===== src/rtl/qlf_bram_fifo_pkg.sv =====
// Shared definitions for the BRAM simple-dual-port FIFO controller:
// depth and level-width rules derived from the address width, and the
// default almost-full / almost-empty thresholds.
package qlf_bram_fifo_pkg;

    // RAM depth for a given address width.
    function automatic int fifo_depth(input int aw);
        return 1 << aw;
    endfunction

    // Level must count DEPTH words in RAM plus the head word (DEPTH+1).
    function automatic int level_width(input int aw);
        return aw + 1;
    endfunction

    // Almost-full sits this many words below DEPTH by default.
    localparam int AF_MARGIN_DEFAULT = 4;
    // Almost-empty threshold by default.
    localparam int AE_THRESH_DEFAULT = 4;

endpackage


===== src/rtl/bram_sdp_fifo_ptr.sv =====
// One wrapping RAM address pointer with synchronous clear and increment.
// Instantiated twice by bram_sdp_fifo_ctrl, for the write and read sides.
module bram_sdp_fifo_ptr
    import qlf_bram_fifo_pkg::*;
#(
    parameter int AWIDTH = 9
) (
    input  logic              clk,
    input  logic              rst_n,
    input  logic              clr,
    input  logic              inc,
    output logic [AWIDTH-1:0] ptr
);

    // Pointer wraps naturally modulo DEPTH; clear wins over increment.
    always_ff @(posedge clk or negedge rst_n) begin
        if (!rst_n) begin
            ptr <= '0;
        end else if (clr) begin
            ptr <= '0;
        end else if (inc) begin
            ptr <= ptr + AWIDTH'(1);
        end
    end

endmodule


===== src/rtl/bram_sdp_fifo_ctrl.sv =====
// Sequencer that turns one simple-dual-port BRAM with a registered read
// port (1-cycle latency) into a first-word-fall-through FIFO. The RAM
// macro lives beside this block; we only drive its enables and addresses.
// The head word is held in the RAM output register (ram_rq), so total
// capacity is DEPTH+1 words.
//
// Optional feature: define BRAM_SDP_FIFO_ALMOST_EN to add the registered
// almost_full / almost_empty outputs and their AF_THRESH / AE_THRESH
// parameters.
//
// Handshake: a word is written when push && !full in a cycle; a word is
// consumed when pop && !empty in a cycle (rdata is the word consumed).
// Push while full is dropped and sets ovf; pop while empty is ignored and
// sets udf. Both flags are sticky until flush or reset.
module bram_sdp_fifo_ctrl
    import qlf_bram_fifo_pkg::*;
#(
    parameter int AWIDTH = 9,
    parameter int DWIDTH = 32
`ifdef BRAM_SDP_FIFO_ALMOST_EN
    ,
    parameter int AF_THRESH = fifo_depth(AWIDTH) - AF_MARGIN_DEFAULT,
    parameter int AE_THRESH = AE_THRESH_DEFAULT
`endif
) (
    input  logic              clk,
    input  logic              rst_n,
    input  logic              flush,
    input  logic              push,
    input  logic [DWIDTH-1:0] wdata,
    output logic              full,
    input  logic              pop,
    output logic [DWIDTH-1:0] rdata,
    output logic              empty,
    output logic [AWIDTH:0]   level,
    output logic              ovf,
    output logic              udf,
    output logic              ram_wce,
    output logic [AWIDTH-1:0] ram_wa,
    output logic [DWIDTH-1:0] ram_wd,
    output logic              ram_rce,
    output logic [AWIDTH-1:0] ram_ra,
    input  logic [DWIDTH-1:0] ram_rq
`ifdef BRAM_SDP_FIFO_ALMOST_EN
    ,
    output logic              almost_full,
    output logic              almost_empty
`endif
);

    localparam int             LW      = level_width(AWIDTH);
    localparam logic [LW-1:0]  DEPTH_L = LW'(fifo_depth(AWIDTH));

    logic [LW-1:0] ram_cnt;
    logic [LW-1:0] ram_cnt_nxt;
    logic          head_valid;
    logic          head_valid_nxt;
    logic          pop_ok;

    // Enables and next-state; flush suppresses both RAM enables.
    always_comb begin
        pop_ok         = pop && head_valid;
        ram_wce        = push && !full && !flush;
        ram_rce        = (ram_cnt != '0) && (!head_valid || pop_ok) && !flush;
        head_valid_nxt = ram_rce || (head_valid && !pop_ok);
        ram_cnt_nxt    = ram_cnt;
        case ({ram_wce, ram_rce})
            2'b10:   ram_cnt_nxt = ram_cnt + LW'(1);
            2'b01:   ram_cnt_nxt = ram_cnt - LW'(1);
            default: ram_cnt_nxt = ram_cnt;
        endcase
        if (flush) begin
            head_valid_nxt = 1'b0;
            ram_cnt_nxt    = '0;
        end
    end

    bram_sdp_fifo_ptr #(.AWIDTH(AWIDTH)) u_wptr (
        .clk   (clk),
        .rst_n (rst_n),
        .clr   (flush),
        .inc   (ram_wce),
        .ptr   (ram_wa)
    );

    bram_sdp_fifo_ptr #(.AWIDTH(AWIDTH)) u_rptr (
        .clk   (clk),
        .rst_n (rst_n),
        .clr   (flush),
        .inc   (ram_rce),
        .ptr   (ram_ra)
    );

    // RAM word count and head-valid state.
    always_ff @(posedge clk or negedge rst_n) begin
        if (!rst_n) begin
            ram_cnt    <= '0;
            head_valid <= 1'b0;
        end else begin
            ram_cnt    <= ram_cnt_nxt;
            head_valid <= head_valid_nxt;
        end
    end

    // Sticky overflow / underflow flags, cleared by flush.
    always_ff @(posedge clk or negedge rst_n) begin
        if (!rst_n) begin
            ovf <= 1'b0;
            udf <= 1'b0;
        end else if (flush) begin
            ovf <= 1'b0;
            udf <= 1'b0;
        end else begin
            ovf <= ovf || (push && full);
            udf <= udf || (pop && !head_valid);
        end
    end

    assign full   = (ram_cnt == DEPTH_L);
    assign empty  = !head_valid;
    assign level  = ram_cnt + {{(LW-1){1'b0}}, head_valid};
    assign rdata  = ram_rq;
    assign ram_wd = wdata;

`ifdef BRAM_SDP_FIFO_ALMOST_EN
    localparam logic [LW-1:0] AF_L = LW'(AF_THRESH);
    localparam logic [LW-1:0] AE_L = LW'(AE_THRESH);

    logic [LW-1:0] level_nxt;
    assign level_nxt = ram_cnt_nxt + {{(LW-1){1'b0}}, head_valid_nxt};

    // Registered from next-state level so the flags line up with level.
    always_ff @(posedge clk or negedge rst_n) begin
        if (!rst_n) begin
            almost_full  <= 1'b0;
            almost_empty <= 1'b1;
        end else begin
            almost_full  <= (level_nxt >= AF_L);
            almost_empty <= (level_nxt <= AE_L);
        end
    end
`endif

endmodule

===== config.mk =====
export PLATFORM = sky130hd
export DESIGN_NAME = bram_sdp_fifo_ctrl
export DESIGN_NICKNAME = d
export VERILOG_FILES = /design/src/rtl/qlf_bram_fifo_pkg.sv /design/src/rtl/bram_sdp_fifo_ptr.sv /design/src/rtl/bram_sdp_fifo_ctrl.sv
export SDC_FILE = /design/constraint.sdc
export NUM_CORES = 1
export LEC_CHECK = 0
export ABC_AREA = 1
export CORE_MARGIN = 3
export CORE_UTILIZATION = 33
export CTS_CLUSTER_SIZE = 28
export DETAILED_ROUTE_END_ITERATION = 8
export PLACE_DENSITY = 0.84
export SLEW_MARGIN = 25
export SYNTH_ARGS = -nofsm -noshare
export SYNTH_HDL_FRONTEND = slang
export SYNTH_SLANG_ARGS = --single-unit

===== constraint.sdc =====
create_clock -name clk -period 2.34 [get_ports clk]
set_input_delay 0.468 -clock clk [delete_from_list [all_inputs] [get_ports clk]]
set_output_delay 0.468 -clock clk [all_outputs]
set_load 0.02 [all_outputs]

* Yosys cells after proc, flatten, opt, wreduce, memory -nomap -nowiden
Cells that the tools add are included.
Word-level totals: register bits 31, logic and storage cells 43, output and inout bits 98
Cells by class: reduce and logical (&&, ||, !) cells 20, $add $sub $neg 5, equality and inequality tests 3, muxes and demuxes 9
Operator list (number):
- 9-bit two-way mux | 4
- 10-bit case mux with 2 select lines | 1
- 9-bit by 1-bit adder with 9-bit output, second input constant | 2
- 10-bit by 1-bit adder with 10-bit output | 1
- 10-bit by 1-bit adder with 10-bit output, second input constant | 1
- 10-bit equality test, second input constant | 1
- 10-bit two-way mux | 1
- 10-bit nonzero test | 1
- 10-bit by 1-bit subtractor with 10-bit output, second input constant | 1
- 1-bit logical AND | 8
- 1-bit logical NOT | 4
- 1-bit logical OR | 4
- 2-bit nonzero test | 2
- 1-bit two-way mux | 3
- 3-bit nonzero test | 1
- 2-bit by 1-bit equality test with 1-bit output, second input constant | 1
- 2-bit equality test, second input constant | 1

* Depth between registers and ports, before layout
Gate-level depths: netlist of the first run.
depth after elaboration 7, mapped depth 18, mapped depth without buffers 18

* Cells and area by module
A second synthesis of the first run with hierarchy kept.
Second synthesis, totals: cell total of the unflattened synthesis 373, area, all modules 2698.8 um^2
By module, submodules not included:
- bram_sdp_fifo_ctrl | instances 1, area an instance 1685.4 um^2, cells an instance 239
- bram_sdp_fifo_ptr | instances 2, area an instance 506.7 um^2, cells an instance 67

* Worst setup path after synthesis of the first run
Ideal clock, no wire load.
path kind register -> register, from register ram_cnt[2], to register ram_cnt[9], data arrival time 2.319 ns, stages on the path, launching flop included 17, library setup time 0.115 ns, clock period less this slack 2.435 ns, path slack -0.095 ns, cells stage by stage dfrtp_1 nor2_2 nand2_2 nor2_4 nand2_4 nand2_8 nand3_4 inv_1 ha_1 a21oi_1 o21bai_1 nor2_1 nor2_1 nor2_1 nand3_1 nand3_2 nand2_2
Between the ends: longest elaborated chain between the ends 7
Ends and longest elaborated chain:
- from (decl) | line bram_sdp_fifo_ctrl.sv:54 | logic [LW-1:0] ram_cnt;
- from (signal assigned) | line bram_sdp_fifo_ctrl.sv:100 | ram_cnt <= ram_cnt_nxt;
- branches (longest 7 deep; another with 10-bit by 1-bit subtractor with 10-bit output)
Parallel ways; which one is timed is not known. A chain may end at the register's enable or synchronous reset.

* Worst setup path after layout of the first run
from register ram_cnt[1], to register ram_cnt[9]
The elaborated chain is that of the path after synthesis.

==> results of run 1 <==
synth_stat cells, types with 3 or more instances:
cell type and count:
o21ai_0 10, xor2_1 14, nand2_4 3, a21oi_1 10
o22ai_1 10, nand2_1 44, xnor2_1 4, nand3_1 21
inv_1 38, nor3_1 10, o21ai_1 4, ha_1 12
dfrtp_1 31, nand4_1 3, nor2_1 25, buf_4 64
nand2_2 4
worst paths after layout:
check                           slack, ns  cells past startpoint  startpoint       endpoint
worst min-delay path                 0.51                      2         udf            udf
worst max-delay path                -0.13                     17  ram_cnt[1]     ram_cnt[9]
max in group asynchronous            1.44                      2       rst_n     ram_cnt[5]
worst min register to register       0.51                      2         udf            udf
worst max register to register      -0.13                     17  ram_cnt[1]     ram_cnt[9]
min in group asynchronous            0.59                      2       rst_n  u_rptr.ptr[3]
metal layers:
metal / track usage, % / wire, um / up-vias
met2: 25.00 / 3532 / 115
met3: 3.825 / 427 / 37
met1: 16.90 / 2794 / 1128
li1: - / - / 1054
met5: 0 / 0 / -
met4: 7.702 / 225 / 0
metrics by stage:
step	util [%]	hold WS (ns)	TNS (ns)	setup slack (ns)	instances
CTS	43.32	0.5166	-0.4654	-0.1410	454
global route	44.82	0.5419	-1.394	-0.3187	459
finish	44.82	0.5148	-0.5132	-0.1344	459
global placement	39.18	0.4811	-1.869	-0.2412	439
floorplan	-	0.1724	0	0.004946	327
detailed placement	39.18	0.5003	-2.681	-0.3741	439
critical path, delay by kind of cell, from the launching register on:
kind / cells / cell delay, ns
adders and majority gates: 1 / 0.29
DFF: 1 / 0.43
AOI/OAI and AO/OA: 1 / 0.11
buffers and inverters: 3 / 0.24
and+or+nand+nor: 12 / 1.29
sequential cells by signal, summed over array words and instances, names as in the netlist:
| name | flops |
|---|---|
| head_valid | 1 |
| ram_cnt | 10 |
| udf | 1 |
| ovf | 1 |
| u_rptr.ptr | 9 |
| u_wptr.ptr | 9 |
where the power goes:
part           switching, mW  internal [mW]  leakage [nW]
Sequential             0.120          0.645         0.418
Clock                  0.222          0.345        0.0612
Combinational           1.32           1.09          1.09
cell type report:
type	count	area, sq um
sequential	31	778.2
fill	653	4088
timing repair buffer	90	765.7
multi-input combinational	190	1358
inverter	41	177.7
clock inverter	2	35.03
tap	99	123.9
clock buffer	6	82.58
kinds of logic (layout without fill, tap and decap cells):
kind of cell | after synthesis | count (layout) | synth area share (%)
AO/OA/AOI/OAI | 40 | 40 | 9.167
XOR/XNOR | 18 | 18 | 6.111
adder cells (fa/ha/maj) | 13 | 13 | 6.595
AND/OR/NAND/NOR | 119 | 119 | 22.70
buffers and inverters | 106 | 139 | 25.36
flip-flops | 31 | 31 | 30.07
timing repair:
action / 4_1_cts / 5_1_grt
setup buffers: 8 / 5
pin swaps: 28 / 18
resized for setup: 49 / 39
setup endpoints to repair: 17 / 16
==> results.sh, run 1 <==
export IMPL_dieArea_sq_mm=0.008915
export IMPL_yosys_register_bits=31
export IMPL_syn_cell_area_sq_mm=0.002580
export IMPL_initial_core_util_pct=34.83
export IMPL_layout_nets=441
export IMPL_remaining_drc_errors=0
export IMPL_path_cells="nor2_2 -> nand2_2 -> nor2_4 -> a21oi_4 -> nand3_4 -> inv_8 -> buf_4 -> ha_1 -> nand2_1 -> nor3_1 -> nor2_1 -> nor2_1 -> nor2_2 -> inv_1 -> nand2_1 -> nand3_2 -> nand2_2"
export IMPL_cp_max_fo=5
export IMPL_die_w_um=94.42
export IMPL_cellPowerDensity_mw_per_mm2=1126
export IMPL_first_pass_iters=4
export IMPL_finalInstanceArea_sq_mm=0.003321
export IMPL_grt_overflow_total=0
export IMPL_min_delay_path_class="reg2reg"
export IMPL_cp_required_ns=2.52
export IMPL_synth_avg_cell_area_sq_um=7.890
export IMPL_postCtsHoldBufs=0
export IMPL_grt_max_degree=32
export IMPL_core_area_sq_mm=0.007408
export IMPL_cap_violations=0
export IMPL_ys_seq_area_share_pct=30.07
export IMPL_maxSlewHeadroom_pct=72.25
export IMPL_insertion_delay_ns=0.28
export IMPL_synthTopCellsByArea="dfrtp_1 (30%), buf_4 (19%), nand2_1 (6.4%)"
export IMPL_leakagePower_nw=1.569
export IMPL_detail_route_antenna_nets=0
export IMPL_synth_edf_count=0
export IMPL_clockBufferDepth=2
export IMPL_design_power_total_mw=3.740
export IMPL_hold_viol=0
export IMPL_period_share_pct=105.7
export IMPL_yosysTopAreaCellShare_pct=30.07
export IMPL_crit_slowest_cell="dfrtp_1"
export IMPL_die_h_um=94.42
export IMPL_fin_worst_skew_ns=0.003254
export IMPL_cts_made_buffers=5
export IMPL_vias_per_cell=5.085
export IMPL_place_port_buffers=38
export IMPL_dp_hpwl_um=4735
export IMPL_grtUsageTotal_pct=14.69
export IMPL_io_pins=167
export IMPL_status="finished with violations"
export IMPL_ir_drop_uv=337.4
export IMPL_drv_slew=0
export IMPL_endpoint_kind="register"
export IMPL_clkTransAtPathRegs_ns=0.07
export IMPL_fin_crit_ns=2.474
export IMPL_setup_viol=6
export IMPL_clockRootBuffer="clkbuf_8"
export IMPL_cts_tree="yes"
export IMPL_synth_top_area_cell="dfrtp_1"
export IMPL_yosysWarnings=0
export IMPL_ys_flop_type="dfrtp_1"
export IMPL_mostFrequentLayoutCells="buf_4 (49), inv_1 (35), nand2_1 (35)"
export IMPL_antenna_cells=0
export IMPL_violations="negative setup slack"
export IMPL_synthArstFlopShare_pct=100.0
export IMPL_synthesis_nets=409
export IMPL_antenna_found_initial=0
export IMPL_path_class="reg2reg"
export IMPL_cpPeakStageDelay_ns=0.43
export IMPL_wl_per_cell_um=15.21
export IMPL_max_freq_mhz=404.1
export IMPL_drive_gt1_share_pct=34.44
export IMPL_synth_cell_types=34
export IMPL_cts_sinks=31
export IMPL_area_growth_syn_to_layout_pct=28.71
export IMPL_grt_pass1_wl_um=10450
export IMPL_synth_cells=327
export IMPL_routed_via_count=2334
export IMPL_critPathLaunchType="register"
export IMPL_final_common_cell="buf_4"
export IMPL_rsz0062_at_grt="true"
export IMPL_place_gp_congestion=0.9250
export IMPL_routed_wl_um=6980
export IMPL_drtIter0Drc=157
export IMPL_rows=31
export IMPL_setup_ws_ns=-0.1344
export IMPL_place_area_sq_mm=0.002903
export IMPL_cts_max_level=2
export IMPL_worstMarginPinSlew_ns=0.4163
export IMPL_crit_arrival_ns=2.65
export IMPL_first_global_vias=2330
No activity file was read; power rests on OpenSTA's default activity.
==> run 2, diff against run 1 <==
Settings changed: ABC_AREA 1 to default, PLACE_DENSITY 0.84 to 0.78.
==> run 2 against run 1 <==
Clock-buffer cell count rose by 2. Sequential cell count stayed put. Non-clock buffer count shrank 2. Critical path depth fell by 3. Global-route usage is 1.2 points lower. Clock skew is 0.0030 ns higher. Combinational power rose by 11%. The run still ends with negative setup slack left. Wire length down 21%. Critical endpoint unchanged. Sequential power fell by 2.6%. Hold slack improved by 0.00075 ns. Largest cell class unchanged.
==> results.sh, run 2 <==
export IMPL_status="finished with violations"
export IMPL_violations="negative setup slack"
export IMPL_ir_drop_uv=553.5
export IMPL_antenna_cells=0
export IMPL_critPathBufInv=3
export IMPL_dieArea_sq_mm=0.008587
export IMPL_p_int_mw=2.280
export IMPL_die_h_um=92.67
export IMPL_grt_max_degree=36
export IMPL_first_pass_iters=4
export IMPL_cp_required_ns=2.50
export IMPL_layout_nets=380
export IMPL_crit_slowest_cell="dfrtp_2"
export IMPL_clockRootBuffer="clkbuf_8"
export IMPL_io_pins=167
export IMPL_die_w_um=92.67
export IMPL_critPathLaunchType="register"
export IMPL_max_freq_mhz=355.1
export IMPL_synth_avg_cell_area_sq_um=9.079
export IMPL_routed_via_count=1829
export IMPL_vias_per_cell=4.630
export IMPL_grt_overflow_total=0
export IMPL_path_cells="nor4_4 -> buf_4 -> nand4_1 -> nand2_2 -> nand2_4 -> inv_8 -> buf_6 -> ha_4 -> a21o_1 -> nand3_1 -> nand2_1 -> a21oi_2 -> mux2i_1 -> mux2_1"
export IMPL_mostFrequentLayoutCells="buf_4 (47), nor2_1 (34), dfrtp_1 (29)"
export IMPL_hold_viol=0
export IMPL_area_growth_syn_to_layout_pct=23.88
export IMPL_power_frac_comb_pct=68.9
export IMPL_drv_slew=0
export IMPL_setup_ws_ns=-0.4758
export IMPL_worstHoldEndpoint="udf"
export IMPL_largest_reg_flops=10
export IMPL_synthTopCellsByArea="dfrtp_1 (31%), buf_4 (19%), ha_1 (6.1%)"
export IMPL_place_port_buffers=38
export IMPL_routed_wl_um=5490
export IMPL_cts_sinks=31
export IMPL_cts_made_buffers=5
export IMPL_syn_cell_area_sq_mm=0.002479
export IMPL_synthTopCellsByCount="buf_4 (64), nor2_1 (36), dfrtp_1 (31), nand3_1 (17), xnor2_1 (16)"
export IMPL_min_delay_path_class="reg2reg"
export IMPL_design_power_total_mw=3.873
export IMPL_largestRegisters="ram_cnt (10), u_rptr.ptr (9), u_wptr.ptr (9)"
export IMPL_synth_top_area_cell="dfrtp_1"
export IMPL_core_area_sq_mm=0.007019
export IMPL_period_share_pct=120.3
export IMPL_synthArstFlopShare_pct=100.0
export IMPL_cellPowerDensity_mw_per_mm2=1261
export IMPL_switching_share_pct=41.12
export IMPL_fin_worst_skew_ns=0.006219
export IMPL_initial_core_util_pct=35.31
export IMPL_maxSlewHeadroom_pct=66.28
export IMPL_rr_endpoint="ram_cnt[9]"
export IMPL_r2r_slack_ns=-0.48
export IMPL_cap_violations=0
export IMPL_insertion_delay_ns=0.27
export IMPL_regMostFlops="ram_cnt"
export IMPL_drtIter0Drc=71
export IMPL_detail_route_antenna_nets=0
export IMPL_endpoint_kind="register"
export IMPL_synth_edf_count=0
export IMPL_postCtsHoldBufs=0
export IMPL_grt_pass1_wl_um=9356
export IMPL_crit_family="simple AND/OR/NAND/NOR gates"
export IMPL_place_area_sq_mm=0.002899
export IMPL_yosys_register_bits=31
export IMPL_ys_seq_area_share_pct=31.30
export IMPL_rsz0062_at_grt="true"
export IMPL_cp_max_fo=8
export IMPL_pwr_share_clk_pct=11.8
export IMPL_first_global_vias=1928
export IMPL_synthesis_nets=355
export IMPL_setup_viol=11
export IMPL_final_common_cell="buf_4"
export IMPL_cts_tree="yes"
export IMPL_remaining_drc_errors=0
export IMPL_cts_max_level=2
export IMPL_rows=30
export IMPL_synth_cell_types=39
export IMPL_postLayoutCoreUtil_pct=43.74
export IMPL_synth_most_common_cell="buf_4"
export IMPL_reg2regPathDepth=14
export IMPL_dp_hpwl_um=4132
export IMPL_hold_start="udf"
export IMPL_antenna_found_initial=0
export IMPL_fin_crit_ns=2.816
export IMPL_p_switching_mw=1.592
export IMPL_finalInstanceArea_sq_mm=0.003070
export IMPL_rr_startpoint="ram_cnt[3]"
export IMPL_leakagePower_nw=1.451
export IMPL_grtUsageTotal_pct=13.52
export IMPL_clockBufferDepth=2
export IMPL_worstMarginPinSlew_ns=0.5011
export IMPL_yosysTopAreaCellShare_pct=31.30
export IMPL_seqPwrFrac_pct=19.2
export IMPL_path_class="reg2reg"
export IMPL_whs_path_depth=2
export IMPL_clkTransAtPathRegs_ns=0.07
export IMPL_synth_cells=273
export IMPL_cpPeakStageDelay_ns=0.42
export IMPL_crit_arrival_ns=2.98
export IMPL_ys_flop_type="dfrtp_1"
export IMPL_yosysWarnings=0
export IMPL_drive_gt1_share_pct=30.77
export IMPL_wl_per_cell_um=13.90
export IMPL_place_gp_congestion=0.8067
run 2: cell types whose count changed in the layout (fill, tap and decap cells not counted), moves of 10 or more:
cell	delta
inv_1	-30
o22ai_1	-10
nand2_2	-10
nor2_1	+13
xnor2_1	+13
nand2_1	-27
run 2: worst max-delay path by stage:
| stage | cells after the start | endpoint | start | slack, ns |
|---|---|---|---|---|
| 4_1_cts | 14 | ram_cnt[9] | ram_cnt[7] | -0.45 |
| 6_report | 14 | ram_cnt[9] | ram_cnt[3] | -0.48 |
| 5_1_grt | 14 | ram_cnt[9] | ram_cnt[3] | -0.60 |
| 3_5_place_dp | 13 | ram_cnt[9] | pop | -0.58 |
| 2_1_floorplan | 13 | ram_cnt[9] | ram_cnt[3] | -0.52 |
| 3_3_place_gp | 13 | ram_cnt[9] | pop | -0.55 |
run 2: tightest hold or removal path, cell delays in order, from the launching register on:
cell,delay [ns]
dfrtp_1,0.36
a21oi_1,0.05
nor2_1,0.07
run 2: timing repair:
item,4_1_cts,5_1_grt
buffers inserted,67,1
pin swaps,16,11
setup endpoints to repair,21,18
resized for setup,43,13
run 2: power by group through the flow:
stage	clock, mW	combinational (mW)	sequential, mW
detailed placement	0	2.54	0.752
CTS	0.473	2.68	0.745
global placement	0	2.47	0.748
floorplan	0	1.51	0.829
finish	0.459	2.67	0.744
global route	0.505	2.88	0.760
run 2: layout make-up:
class / count / area [sq um]
multi-input cells: 165 / 1304
inverters: 7 / 36.28
flip-flops and latches: 31 / 778.2
well taps: 96 / 120.1
fillers: 666 / 3949
clock buffers: 8 / 100.1
repair buffers: 88 / 732.0
run 2: cell families (layout without fill, tap and decap cells):
group                      after synthesis  count (layout)  share of synthesized area, %
AOI/OAI and AO/OA                       24              24                         7.420
xor gates and xnor gates                31              31                         10.95
and+or+nand+nor                         87              87                         17.62
muxes                                   10              10                         4.139
adders and majority gates               13              13                         6.865
DFF                                     31              31                         31.30
buffers and inverters                   77             103                         21.71
run 2: metrics by stage:
stage | cells | setup TNS (ns) | hold WS [ns] | setup WS, ns
floorplan | 273 | -2.003 | 0.1724 | -0.5239
global placement | 381 | -3.390 | 0.4924 | -0.5468
detailed placement | 381 | -3.813 | 0.4986 | -0.5846
CTS | 397 | -2.514 | 0.5166 | -0.4510
global route | 395 | -4.073 | 0.5544 | -0.6015
finish | 395 | -2.865 | 0.5155 | -0.4758
run 2: metal layers:
| metal | track usage (%) | vias to the layer above | share of wire (%) |
|---|---|---|---|
| met4 | 5.128 | 0 | 1.9 |
| met1 | 16.38 | 875 | 44 |
| met2 | 22.18 | 41 | 48 |
| met3 | 4.549 | 12 | 5.8 |
| li1 | - | 901 | - |
| met5 | 0 | - | 0 |
==> run 3, diff against run 2 <==
Settings changed: ABC_AREA from default to 1, PLACE_DENSITY 0.78 to 0.77.
==> run 3 against run 2 <==
The flow still finishes with violations (negative setup slack). Power decreased by 1.9%. Design area increased by 10%. Non-clock buffer count is 6 higher. Clock skew barely moved. Sequential cell count is the same. Critical endpoint is now ram_cnt[5]. Largest cell class unchanged. Wire length up 27%. Highest routed layer unchanged. Fmax rose by 16%.
==> results.sh, run 3 (synthesized netlist as in run 1, its figures left out) <==
export IMPL_ir_drop_uv=362.2
export IMPL_grt_pass1_wl_um=10330
export IMPL_placedCellCount=441
export IMPL_drive_gt1_share_pct=36.26
export IMPL_io_pins=167
export IMPL_die_h_um=94.42
export IMPL_cts_tree="yes"
export IMPL_finalNonFillerCells=463
export IMPL_rows=31
export IMPL_clockRootBuffer="clkbuf_8"
export IMPL_vias_per_cell=4.875
export IMPL_largestRegisters="ram_cnt (10), u_rptr.ptr (9), u_wptr.ptr (9)"
export IMPL_first_global_vias=2221
export IMPL_dieArea_sq_mm=0.008915
export IMPL_finalInstanceArea_sq_mm=0.003383
export IMPL_reg2regPathDepth=16
export IMPL_place_area_sq_mm=0.002918
export IMPL_antenna_found_initial=0
export IMPL_hold_viol=0
export IMPL_postLayoutCoreUtil_pct=45.67
export IMPL_maxSlewHeadroom_pct=73.36
export IMPL_period_share_pct=103.8
export IMPL_drtIter0Drc=120
export IMPL_violations="negative setup slack"
export IMPL_place_gp_congestion=0.9713
export IMPL_cts_max_level=2
export IMPL_insertion_delay_ns=0.28
export IMPL_endpoint_kind="register"
export IMPL_wl_per_cell_um=15.09
export IMPL_setup_viol=4
export IMPL_startpoint="ram_cnt[0]"
export IMPL_remaining_drc_errors=0
export IMPL_max_freq_mhz=411.7
export IMPL_rr_startpoint="ram_cnt[0]"
export IMPL_design_power_total_mw=3.800
export IMPL_status="finished with violations"
export IMPL_first_pass_iters=4
export IMPL_fin_tns_setup_ns=-0.2372
export IMPL_crit_arrival_ns=2.59
export IMPL_place_port_buffers=38
export IMPL_cts_sinks=31
export IMPL_layout_nets=445
export IMPL_cts_made_buffers=5
export IMPL_drv_slew=0
export IMPL_cp_required_ns=2.50
export IMPL_grt_overflow_total=0
export IMPL_setup_ws_ns=-0.08892
export IMPL_core_area_sq_mm=0.007408
export IMPL_routed_wl_um=6988
export IMPL_dp_hpwl_um=4660
export IMPL_post_place_ws_ns=-0.3249
export IMPL_hold_start="u_rptr.ptr[2]"
export IMPL_detail_route_antenna_nets=0
export IMPL_critPathLaunchType="register"
export IMPL_finalHoldWorstSlack_ns=0.5141
export IMPL_rsz0062_at_grt="true"
export IMPL_postCtsHoldBufs=0
export IMPL_grtUsageTotal_pct=14.47
export IMPL_leakagePower_nw=1.578
export IMPL_fin_crit_ns=2.429
export IMPL_mostFrequentLayoutCells="buf_4 (52), nand2_1 (36), inv_1 (33)"
export IMPL_final_common_cell="buf_4"
export IMPL_antenna_cells=0
export IMPL_path_class="reg2reg"
export IMPL_whs_path_depth=1
export IMPL_worstMarginPinSlew_ns=0.3996
export IMPL_regMostFlops="ram_cnt"
export IMPL_min_delay_path_class="reg2reg"
export IMPL_area_growth_syn_to_layout_pct=31.13
export IMPL_die_w_um=94.42
export IMPL_clockBufferDepth=2
export IMPL_cap_violations=0
export IMPL_clkTransAtPathRegs_ns=0.07
export IMPL_cp_max_fo=7
export IMPL_initial_core_util_pct=34.83
export IMPL_largest_reg_flops=10
export IMPL_grt_max_degree=32
export IMPL_routed_via_count=2257
export IMPL_cellPowerDensity_mw_per_mm2=1123
export IMPL_fin_worst_skew_ns=0.006401
==> run 3: cell types whose count changed in the layout (fill, tap and decap cells not counted), moves of 9 or more <==
| cell | delta |
|---|---|
| inv_1 | +28 |
| nand2_2 | +11 |
| xnor2_1 | -14 |
| nand2_1 | +28 |
| o21ai_0 | +9 |
| nor2_1 | -13 |
| o22ai_1 | +9 |
==> run 3: area by class of cell <==
cell class / instances / area (sq um)
Fill cell: 683 / 4025
Multi-Input combinational cell: 190 / 1379
Sequential cell: 31 / 778.2
Timing Repair Buffer: 94 / 807.0
Clock buffer: 6 / 82.58
Clock inverter: 2 / 35.03
Tap cell: 99 / 123.9
Inverter: 41 / 177.7
==> run 3: path summary, 6_finish.rpt <==
check                                end  slack [ns]
min reg2reg                u_rptr.ptr[2]        0.51
min in group asynchronous  u_rptr.ptr[3]        0.57
max in group asynchronous     ram_cnt[5]        1.45
max                           ram_cnt[5]       -0.09
min                        u_rptr.ptr[2]        0.51
max reg2reg                   ram_cnt[5]       -0.09
==> run 3: critical path, stage by stage (launching register included) <==
cell	delay, ns
dfrtp_1	0.39
buf_6	0.13
nor2_4	0.07
nand2_2	0.07
nor2_4	0.19
buf_6	0.13
a21oi_4	0.05
nand3_4	0.11
inv_8	0.07
buf_6	0.12
ha_4	0.16
a21oi_4	0.18
o21bai_1	0.10
nor2_2	0.12
buf_4	0.14
xor2_2	0.19
o22ai_2	0.08
==> run 3: repair_timing <==
item / in CTS / in global routing
cloned: 0 / 0
gates resized for setup: 49 / 44
endpoints found under the setup margin: 17 / 15
pin swaps: 22 / 24
setup buffers: 8 / 7
==> run 3: metal layers <==
layer	track usage, %	routed length, um
met5	0	0
met4	4.452	124
met3	2.948	474
met2	24.29	3576
met1	18.70	2812
==> run 3: power by group <==
| part | internal (mW) | leakage (nW) | switching (mW) | total (mW) |
|---|---|---|---|---|
| Clock | 0.345 | 0.0612 | 0.215 | 0.559 |
| Sequential | 0.644 | 0.418 | 0.118 | 0.763 |
| Combinational | 1.15 | 1.10 | 1.32 | 2.48 |
| Total | 2.14 | 1.58 | 1.66 | 3.80 |
